==> config.mk <==
export PLATFORM = sky130hd
export DESIGN_NAME = fifo_stream_out
export DESIGN_NICKNAME = d
export VERILOG_FILES = /design/src/rtl/stream_pkg.sv /design/src/rtl/fifo_stream_out.sv
export SDC_FILE = /design/constraint.sdc
export NUM_CORES = 1
export LEC_CHECK = 0
export BUFFER_PORTS_ARGS = -buffer_cell sky130_fd_sc_hd__buf_2
export CAP_MARGIN = 20
export CORE_ASPECT_RATIO = 1.75
export CORE_MARGIN = 3
export CORE_UTILIZATION = 45
export DETAILED_ROUTE_END_ITERATION = 6
export PLACE_DENSITY = 0.69
export RECOVER_POWER = 50
export SETUP_SLACK_MARGIN = 0.1
export SLEW_MARGIN = 10
export SYNTH_ARGS = -nofsm -noshare
export SYNTH_HDL_FRONTEND = slang
export SYNTH_SLANG_ARGS = --single-unit
==> constraint.sdc <==
create_clock -name clk -period 2.1 [get_ports clk]
set_input_delay 0.42 -clock clk [delete_from_list [all_inputs] [get_ports clk]]
set_output_delay 0.42 -clock clk [all_outputs]
set_load 0.1 [all_outputs]
==> src/rtl/stream_pkg.sv <==
// Shared stream definitions: skid state encoding and statistics counter width.
package stream_pkg;

  localparam logic [1:0] S_EMPTY = 2'd0;
  localparam logic [1:0] S_ONE   = 2'd1;
  localparam logic [1:0] S_TWO   = 2'd2;

  localparam int STAT_W = 32;

  typedef enum logic [1:0] {
    ST_EMPTY = S_EMPTY,
    ST_ONE   = S_ONE,
    ST_TWO   = S_TWO
  } skid_state_t;

endpackage

==> src/rtl/fifo_stream_out.sv <==
// fifo_stream_out: pops a show-ahead FIFO into a registered valid/ready stream
// through a 2-entry skid (output register + one skid register).
// Optional macro FIFO_STREAM_OUT_STATS_EN adds beat/stall counters.
module fifo_stream_out
  import stream_pkg::*;
#(
  parameter int W = 32
) (
  input  logic              clk,
  input  logic              rst_n,
  input  logic [W-1:0]      fifo_rdata,
  input  logic              fifo_empty,
  output logic              fifo_re,
  input  logic              flush,
  output logic [W-1:0]      out_data,
  output logic              out_valid,
  input  logic              out_ready,
`ifdef FIFO_STREAM_OUT_STATS_EN
  output logic [STAT_W-1:0] stat_beats,
  output logic [STAT_W-1:0] stat_stalls,
`endif
  output logic [1:0]        occ
);

  skid_state_t state, state_next;
  logic [W-1:0] skid_q, skid_d, out_d;
  logic xfer;

  assign xfer    = out_valid & out_ready;
  assign fifo_re = ~fifo_empty & ~flush & ((state != ST_TWO) | out_ready);

  // Next state and data steering; flush overrides every other event.
  always_comb begin
    state_next = state;
    out_d      = out_data;
    skid_d     = skid_q;
    if (flush) begin
      state_next = ST_EMPTY;
    end else begin
      case (state)
        ST_EMPTY: begin
          if (fifo_re) begin
            out_d      = fifo_rdata;
            state_next = ST_ONE;
          end
        end
        ST_ONE: begin
          if (fifo_re && xfer) begin
            out_d = fifo_rdata;
          end else if (fifo_re) begin
            skid_d     = fifo_rdata;
            state_next = ST_TWO;
          end else if (xfer) begin
            state_next = ST_EMPTY;
          end
        end
        ST_TWO: begin
          if (xfer) begin
            out_d = skid_q;
            if (fifo_re) begin
              skid_d = fifo_rdata;
            end else begin
              state_next = ST_ONE;
            end
          end
        end
        default: state_next = ST_EMPTY;
      endcase
    end
  end

  // State, data registers and registered valid/occupancy flags.
  always_ff @(posedge clk or negedge rst_n) begin
    if (!rst_n) begin
      state     <= ST_EMPTY;
      out_data  <= '0;
      skid_q    <= '0;
      out_valid <= 1'b0;
      occ       <= 2'd0;
    end else begin
      state     <= state_next;
      out_data  <= out_d;
      skid_q    <= skid_d;
      out_valid <= (state_next != ST_EMPTY);
      case (state_next)
        ST_ONE:  occ <= 2'd1;
        ST_TWO:  occ <= 2'd2;
        default: occ <= 2'd0;
      endcase
    end
  end

`ifdef FIFO_STREAM_OUT_STATS_EN
  // Accepted-beat and stall-cycle counters, wrapping, cleared by flush.
  always_ff @(posedge clk or negedge rst_n) begin
    if (!rst_n) begin
      stat_beats  <= '0;
      stat_stalls <= '0;
    end else if (flush) begin
      stat_beats  <= '0;
      stat_stalls <= '0;
    end else begin
      if (xfer) begin
        stat_beats <= stat_beats + 1'b1;
      end
      if (out_valid && !out_ready) begin
        stat_stalls <= stat_stalls + 1'b1;
      end
    end
  end
`endif

endmodule

==> results of run 1 <==
[power by group through the flow]
stage / Sequential [mW] / Combinational, mW / Clock [mW]
2_1_floorplan: 3.45 / 0.762 / 0
3_3_place_gp: 2.08 / 2.51 / 0
3_5_place_dp: 2.09 / 2.55 / 0
4_1_cts: 2.09 / 2.56 / 1.42
5_1_grt: 2.16 / 2.65 / 1.49
6_report: 2.09 / 2.53 / 1.39
[registers in the layout, summed over array words and instances (netlist names)]
name / cells
out_data: 32
skid_q: 32
occ: 2
state: 2
out_valid: 1
[timing repair]
item / in CTS / in global routing
setup buffers: 0 / 0
endpoints found under the setup margin: 1 / 1
gates cloned: 0 / 0
hold buffers: 0 / 0
resized for setup: 2 / 1
[cells in the mapped netlist]
cell type	count	area share, %
or2_2	1	0.20
mux2i_1	33	11
a31o_2	1	0.28
buf_6	6	2.2
nand4_1	1	0.20
nand4b_2	1	0.49
nor2_1	36	4.4
nand3b_1	1	0.24
o21ai_0	1	0.16
dfrtp_1	69	56
nor3_1	1	0.16
nand2_1	2	0.24
mux2_2	2	0.73
a22o_1	2	0.57
a211o_4	1	0.57
buf_2	8	1.3
mux2_4	30	15
or3_1	1	0.20
a31oi_4	1	0.69
nand4bb_1	1	0.36
a21oi_1	34	5.5
clkbuf_1	1	0.12
nand3_1	1	0.16
or2b_1	1	0.24
[path summary, 6_finish.rpt]
kind	from	end	slack (ps)	cells after the start
worst max-delay path	state[0]	fifo_re	180	4
worst min-delay path	rst_n	skid_q[8]	130	2
worst max register to register	state[0]	skid_q[22]	280	3
worst min register to register	skid_q[25]	skid_q[25]	510	1
max in group asynchronous	rst_n	state[1]	1630	2
min in group clk	fifo_rdata[5]	skid_q[5]	330	2
[per-stage QoR]
stage	TNS [ps]	hold slack [ps]	utilization (%)
after floorplan	-76.7	124	-
after global placement	0	468	53.4
after detailed placement	0	474	53.4
after CTS	0	117	57.6
after global routing	0	184	57.6
final	0	125	57.6
[cell type report]
class,count,share of cell area (%)
Clock inverter,4,0.593
Tap cell,82,2.70
Clock buffer,12,6.75
Multi-Input combinational cell,152,33.5
Sequential cell,69,45.5
Timing Repair Buffer,76,11.0
[per-layer routing]
| layer | up-vias | track usage, % |
|---|---|---|
| met5 | - | 0 |
| met4 | 0 | 9.56 |
| met3 | 13 | 4.27 |
| met2 | 46 | 25.5 |
| met1 | 976 | 20.6 |
| li1 | 974 | - |
[kinds of logic (layout without fill, tap and decap cells)]
group | count (synthesis) | after routing | synth area share, %
AND/OR/NAND/NOR | 47 | 47 | 6.87
flip-flops | 69 | 69 | 55.8
AO/OA/AOI/OAI | 40 | 40 | 7.76
multiplexers | 65 | 65 | 26.0
buffers and inverters | 15 | 92 | 3.60
[cell usage in the layout, fill, tap and decap left out, types with 2 or more instances in the layout]
master | Yosys | layout
mux2_4 | 30 | 30
nor2_1 | 36 | 35
clkbuf_1 | 1 | 2
a22o_1 | 2 | 2
buf_4 | 0 | 3
a21oi_1 | 34 | 34
mux2_2 | 2 | 2
clkbuf_16 | 0 | 9
clkbuf_2 | 0 | 14
nand2_1 | 2 | 2
mux2i_1 | 33 | 33
buf_2 | 8 | 56
dfrtp_1 | 69 | 68
clkinv_2 | 0 | 3
clkbuf_8 | 0 | 2
buf_12 | 0 | 2
==> impl_metrics.json, run 1 <==
{
  "status": "finished, final reports clean",
  "layout.nets": 345,
  "p_sw_share_pct": 44.0,
  "crit_buf_inv": 1,
  "cpMaxStageDelayCell": "dfrtp_1",
  "synth_area_per_cell_sq_um": 13.1,
  "min_path_type": "in -> async",
  "fin_crit_ps": 1920,
  "multiInputGateArea_sq_um": 1270,
  "htree_levels": 3,
  "cts.sinks": 69,
  "vias": 2009,
  "syn2layout_area_growth_pct": 22.7,
  "slowest_delay_ps": 430,
  "power_density_nw_per_um2": 1580,
  "regArea_sq_um": 1730,
  "final_max_slew_viol_count": 0,
  "pre_cts_ws_ps": 242,
  "p_int_mw": 3.36,
  "drive_gt1_share_pct": 41.9,
  "coreArea_sq_um": 6590,
  "dpl.cell_count": 379,
  "wl_met2_um": 3040,
  "finalCritPeriodShare_pct": 91.4,
  "synth_cells": 236,
  "dieArea_sq_um": 7950,
  "pwr-share-comb_pct": 42.1,
  "synth.cell_area_sq_um": 3090,
  "grt_usage_pct": 16.6,
  "dp_hpwl_um": 3890,
  "drtIter0Drc": 154,
  "clk_pin_slew_ps": 50,
  "top_layer_used": "met4",
  "crit_type": "reg -> out",
  "io_buffers": 72,
  "worstSetupStartpointType": "register",
  "ys_ff_latch": 69,
  "fillers": 586,
  "setup_viol": 0,
  "wl_met3_um": 305,
  "antenna_left": 0,
  "cts-root-buf": "clkbuf_16",
  "cts_buffer_depth": 2,
  "postPlaceCellArea_sq_um": 3510,
  "grt_pass1_vias": 2008,
  "vias_per_cell": 5.09,
  "setup_ws_ps": 180,
  "clkPwrFrac_pct": 23.1,
  "met1Wirelength_um": 2460,
  "grt_max_degree": 70,
  "ys_types": 24,
  "p_seq_share_pct": 34.8,
  "globalRouteOverflowTotal": 0,
  "drc": 0,
  "worst_slew_pin_slew_ps": 575,
  "yosysSeqAreaShare_pct": 55.8,
  "skew_ps": 5.15,
  "cts_tree": "built",
  "cp.arrival_ps": 1500,
  "p_total_mw": 6.00,
  "crit_fanout": 7,
  "max_freq_ghz": 0.521,
  "pin_count": 73,
  "wirelength_um": 5960,
  "rows": 39,
  "required_ps": 1680,
  "routabilityCongestion": 0.793,
  "syn_nets": 273,
  "worstPathCellList": "or2b_2, nor2_2, nor3_4, buf_4",
  "die_w_um": 68.7,
  "final_area_sq_um": 3800,
  "power.leakage_nw": 2.02,
  "routedWlPerCell_um": 15.1,
  "maxCapViolCount": 0,
  "drtPass1Iterations": 4,
  "cp_top_family": "simple AND/OR/NAND/NOR gates",
  "critPathCaptureType": "output pin",
  "slew_headroom_pct": 61.6,
  "finalHoldViolCount": 0,
  "n_antenna_cell": 0,
  "cts_buffers": 9,
  "grt_pass1_wl_um": 9670,
  "p_switching_mw": 2.64,
  "antenna_found_initial": 0,
  "insertion_delay_ps": 330,
  "stdcell_count": 395,
  "die_h_um": 116,
  "grt_setup_unrepaired": "no",
  "yosysWarnings": 0,
  "initial_core_util_pct": 47.0,
  "max-vdd-ir-drop_mv": 0.948
}
Note: power is estimated with default switching activity, not from simulation.
==> run 2, diff against run 1 <==
--- a/config.mk
+++ b/config.mk
@@ -11,7 +11,7 @@
 export CORE_MARGIN = 3
 export CORE_UTILIZATION = 45
 export DETAILED_ROUTE_END_ITERATION = 6
-export PLACE_DENSITY = 0.69
+export PLACE_DENSITY = 0.78
 export RECOVER_POWER = 50
 export SETUP_SLACK_MARGIN = 0.1
 export SLEW_MARGIN = 10
==> run 2 against run 1 <==
Against the previous run: fmax is 0.77% higher; register-to-register slack worse by 20 ps; setup slack better by 15 ps; sequential power hardly changed; sequential share of layout area is 1.3 points lower; cell count is 0.76% higher; first-iteration DRC count is 27% lower; critical endpoint unchanged.
==> impl_metrics.json, run 2 (synthesized netlist as in run 1, its figures left out) <==
{
  "status": "finished, final reports clean",
  "vias_per_cell": 5.14,
  "drc": 0,
  "crit_path_start": "state[1]",
  "globalRouteOverflowTotal": 0,
  "skew_ps": 4.67,
  "die_h_um": 116,
  "max_freq_ghz": 0.525,
  "grt_pass1_wl_um": 10600,
  "routabilityCongestion": 0.833,
  "coreArea_sq_um": 6590,
  "cpMaxStageDelayCell": "dfrtp_2",
  "mostFrequentLayoutCell": "dfrtp_1",
  "slowest_delay_ps": 430,
  "cts_tree": "built",
  "busiest_layer": "met2",
  "die_w_um": 68.7,
  "max-vdd-ir-drop_mv": 0.920,
  "worstPathCellList": "or2b_4, nor2_2, nor3_4, buf_12",
  "n_antenna_cell": 0,
  "top_regs": "out_data (32), skid_q (32)",
  "crit_type": "reg -> out",
  "reg2reg_from": "state[0]",
  "grt_usage_pct": 18.3,
  "cts-root-buf": "clkbuf_16",
  "grt_max_degree": 70,
  "use_met3_pct": 5.04,
  "pre_cts_ws_ps": 231,
  "power_density_nw_per_um2": 1620,
  "met2_usage_pct": 29.1,
  "required_ps": 1680,
  "finalHoldViolCount": 0,
  "insertion_delay_ps": 330,
  "power.leakage_nw": 2.08,
  "critPathCaptureType": "output pin",
  "dp_hpwl_um": 4220,
  "whs_ps": 131,
  "slew_headroom_pct": 61.1,
  "cp-endpoint": "fifo_re",
  "cp_top_family": "simple AND/OR/NAND/NOR gates",
  "min_path_type": "in -> async",
  "routedWlPerCell_um": 15.7,
  "pin_count": 73,
  "cp.arrival_ps": 1490,
  "most-common-layout-cells": "dfrtp_1, buf_2, nor2_1",
  "grt_util_met1_pct": 22.2,
  "cts_buffers": 9,
  "dieArea_sq_um": 7950,
  "grt_setup_unrepaired": "no",
  "r2r_slack_ps": 260,
  "fin_crit_ps": 1910,
  "antenna_left": 0,
  "grt_pass1_vias": 2177,
  "finalCritPeriodShare_pct": 90.7,
  "final_max_slew_viol_count": 0,
  "cts.sinks": 69,
  "cts_buffer_depth": 2,
  "worst_slew_pin_slew_ps": 584,
  "maxCapViolCount": 0,
  "crit_fanout": 6,
  "drive_gt1_share_pct": 42.4,
  "htree_levels": 3,
  "syn2layout_area_growth_pct": 26.4,
  "rows": 39,
  "setup_ws_ps": 195,
  "clk_pin_slew_ps": 50,
  "io_buffers": 72,
  "layout.nets": 348,
  "cp.depth": 4,
  "wirelength_um": 6250,
  "vias": 2046,
  "worstSetupStartpointType": "register",
  "crit_buf_inv": 1,
  "fillers": 552,
  "reg2reg_to": "skid_q[6]",
  "drtPass1Iterations": 4,
  "antenna_found_initial": 0,
  "initial_core_util_pct": 47.0,
  "setup_viol": 0,
  "reg2reg_depth": 3,
  "drtIter0Drc": 112
}
run 2: metrics by stage:
step,cells,TNS (ps),cell area (sq um),utilization (%),power [mW]
2_1_floorplan,236,-76.7,3120,-,4.22
3_3_place_gp,380,0,3550,53.9,4.60
3_5_place_dp,380,0,3550,53.9,4.67
4_1_cts,396,0,3900,59.2,6.42
5_1_grt,398,0,3910,59.4,6.65
6_report,398,0,3910,59.4,6.35
run 2: final cells by class:
type	instances	area, sq um	share of cell area (%)
clock buffers	13	280	7.17
well taps	82	103	2.62
multi-input cells	152	1270	32.6
flip-flops and latches	69	1730	44.2
clock inverters	3	65.1	1.66
repair buffers	79	460	11.8
run 2: routing by layer:
layer / vias to the layer above / share of wire [%]
li1: 980 / -
met3: 14 / 3.8
met4: 0 / 2.8
met5: - / 0
met2: 53 / 54
met1: 999 / 40
run 2: worst min-delay path by stage:
stage	start	end
2_1_floorplan	rst_n	occ[0]
3_3_place_gp	rst_n	out_data[5]
3_5_place_dp	rst_n	out_data[5]
4_1_cts	rst_n	out_data[5]
5_1_grt	rst_n	out_data[3]
6_report	rst_n	out_data[5]
run 2: what timing repair did:
action,4_1_cts,5_1_grt
gates resized for setup,2,1
endpoints found under the setup margin,1,1
hold buffers,0,0
pin swaps,0,0
buffers inserted,0,2
endpoints found under the hold margin,0,0
run 2: where the power goes:
part / total, mW / internal (mW) / switching (mW)
sequential: 2.10 / 1.82 / 0.279
combinational: 2.55 / 0.705 / 1.85
clock: 1.70 / 1.17 / 0.532
total: 6.35 / 3.69 / 2.66
==> run 3, diff against run 2 <==
==> constraint.sdc (replaced) <==
create_clock -name clk -period 2.1 [get_ports clk]
set_input_delay 0.42 -clock clk [delete_from_list [all_inputs] [get_ports clk]]
set_output_delay 0.42 -clock clk [all_outputs]
set_load 0.01 [all_outputs]
==> run 3 against run 2 <==
Against the previous run: setup slack improved by 8.9 ps; first-iteration DRC count is 29% lower; combinational power is 55% lower; critical endpoint unchanged; non-clock buffer count down 3; largest cell class unchanged; sequential share of layout area increased by 1.7 points; clock skew rose by 0.90 ps.
==> impl_metrics.json, run 3 (synthesized netlist as in run 1, its figures left out) <==
{
  "cts_setup_buffers": 0,
  "antenna_left": 0,
  "antenna_found_initial": 0,
  "reg2reg_depth": 3,
  "whs_ps": 208,
  "initial_core_util_pct": 47.0,
  "crit_type": "reg -> out",
  "cts.sinks": 69,
  "routedWlPerCell_um": 15.8,
  "stdcell_count": 394,
  "n_antenna_cell": 0,
  "syn2layout_area_growth_pct": 21.6,
  "maxCapViolCount": 0,
  "setup_tns_ps": 0,
  "dpl.cell_count": 379,
  "vias_per_cell": 5.12,
  "required_ps": 1680,
  "globalRouteOverflowTotal": 0,
  "critPathCaptureType": "output pin",
  "grt_pass1_wl_um": 10200,
  "status": "finished, final reports clean",
  "cts_buffers": 9,
  "grt_usage_pct": 17.4,
  "mostFrequentLayoutCell": "dfrtp_1",
  "max-vdd-ir-drop_mv": 0.550,
  "die_w_um": 68.7,
  "most-common-layout-cells": "dfrtp_1, buf_2, nor2_1",
  "max_freq_ghz": 0.527,
  "top_regs": "out_data (32), skid_q (32)",
  "postCtsHoldBufs": 0,
  "worstSetupStartpointType": "register",
  "worst_slew_pin_slew_ps": 940,
  "dieArea_sq_um": 7950,
  "io_buffers": 72,
  "htree_levels": 3,
  "vias": 2019,
  "drc": 0,
  "min_path_type": "in -> async",
  "clk_pin_slew_ps": 50,
  "cts_buffer_depth": 2,
  "cts-root-buf": "clkbuf_16",
  "cts_resized": 0,
  "dp_hpwl_um": 4250,
  "cp.arrival_ps": 1480,
  "power_density_nw_per_um2": 1260,
  "rows": 39,
  "skew_ps": 5.57,
  "finalHoldViolCount": 0,
  "drive_gt1_share_pct": 35.6,
  "setup_ws_ps": 204,
  "wirelength_um": 6210,
  "drtIter0Drc": 79,
  "grt_setup_unrepaired": "no",
  "crit_fanout": 9,
  "layout.nets": 345,
  "cts_tree": "built",
  "grt_pass1_vias": 2140,
  "fin_crit_ps": 1900,
  "grt_max_degree": 65,
  "pre_cts_ws_ps": 227,
  "final_max_slew_viol_count": 0,
  "fillers": 578,
  "power.leakage_nw": 1.98,
  "insertion_delay_ps": 330,
  "pin_count": 73,
  "drtPass1Iterations": 4,
  "finalCritPeriodShare_pct": 90.3,
  "routabilityCongestion": 0.831,
  "slew_headroom_pct": 37.3,
  "setup_viol": 0,
  "die_h_um": 116,
  "p_total_mw": 4.75,
  "coreArea_sq_um": 6590
}
run 3: cell count changes in the layout (fill, tap and decap cells not counted), moves of 2 or more:
cell / delta
buf_4: -2
clkbuf_8: -2
buf_12: -3
clkbuf_2: -12
buf_2: -2
clkbuf_1: +16
run 3: layout make-up:
type / count / area, sq um / area share [%]
clock buffers: 11 / 253 / 6.72
clock inverters: 4 / 47.5 / 1.26
multi-input cells: 152 / 1260 / 33.4
flip-flops and latches: 69 / 1730 / 45.9
well taps: 82 / 103 / 2.73
repair buffers: 76 / 375 / 9.98
run 3: metrics by stage:
stage | utilization [%] | area [sq um]
after floorplan | - | 3090
after global placement | 53.2 | 3500
after detailed placement | 53.2 | 3500
after CTS | 57.7 | 3800
after global routing | 57.1 | 3760
final | 57.1 | 3760
run 3: worst paths after layout:
path	from	to	slack, ps
hold reg to reg	skid_q[13]	skid_q[13]	510
min in group clk	fifo_rdata[0]	skid_q[0]	340
hold / removal	rst_n	out_data[0]	210
setup reg to reg	state[0]	skid_q[10]	260
setup / recovery	state[1]	fifo_re	200
max in group asynchronous	rst_n	occ[1]	500
run 3: worst max-delay path, stage by stage (launching register included):
cell     delay (ps)
dfrtp_1         480
or2b_2          350
nor2_1          110
nor3_1           60
buf_2           140
run 3: power breakdown:
| part | total [mW] | switching (mW) | leakage, nW | internal [mW] |
|---|---|---|---|---|
| registers | 2.10 | 0.282 | 0.803 | 1.82 |
| logic | 1.15 | 0.489 | 1.03 | 0.664 |
| clock network | 1.50 | 0.532 | 0.147 | 0.972 |
| total | 4.75 | 1.30 | 1.98 | 3.45 |
run 3: layer usage:
layer / up-vias / GRT usage [%] / wire, um
met3: 11 / 3.49 / 225
met1: 997 / 20.3 / 2490
li1: 965 / - / -
met5: - / 0 / 0
met2: 46 / 28.8 / 3310
met4: 0 / 9.83 / 187
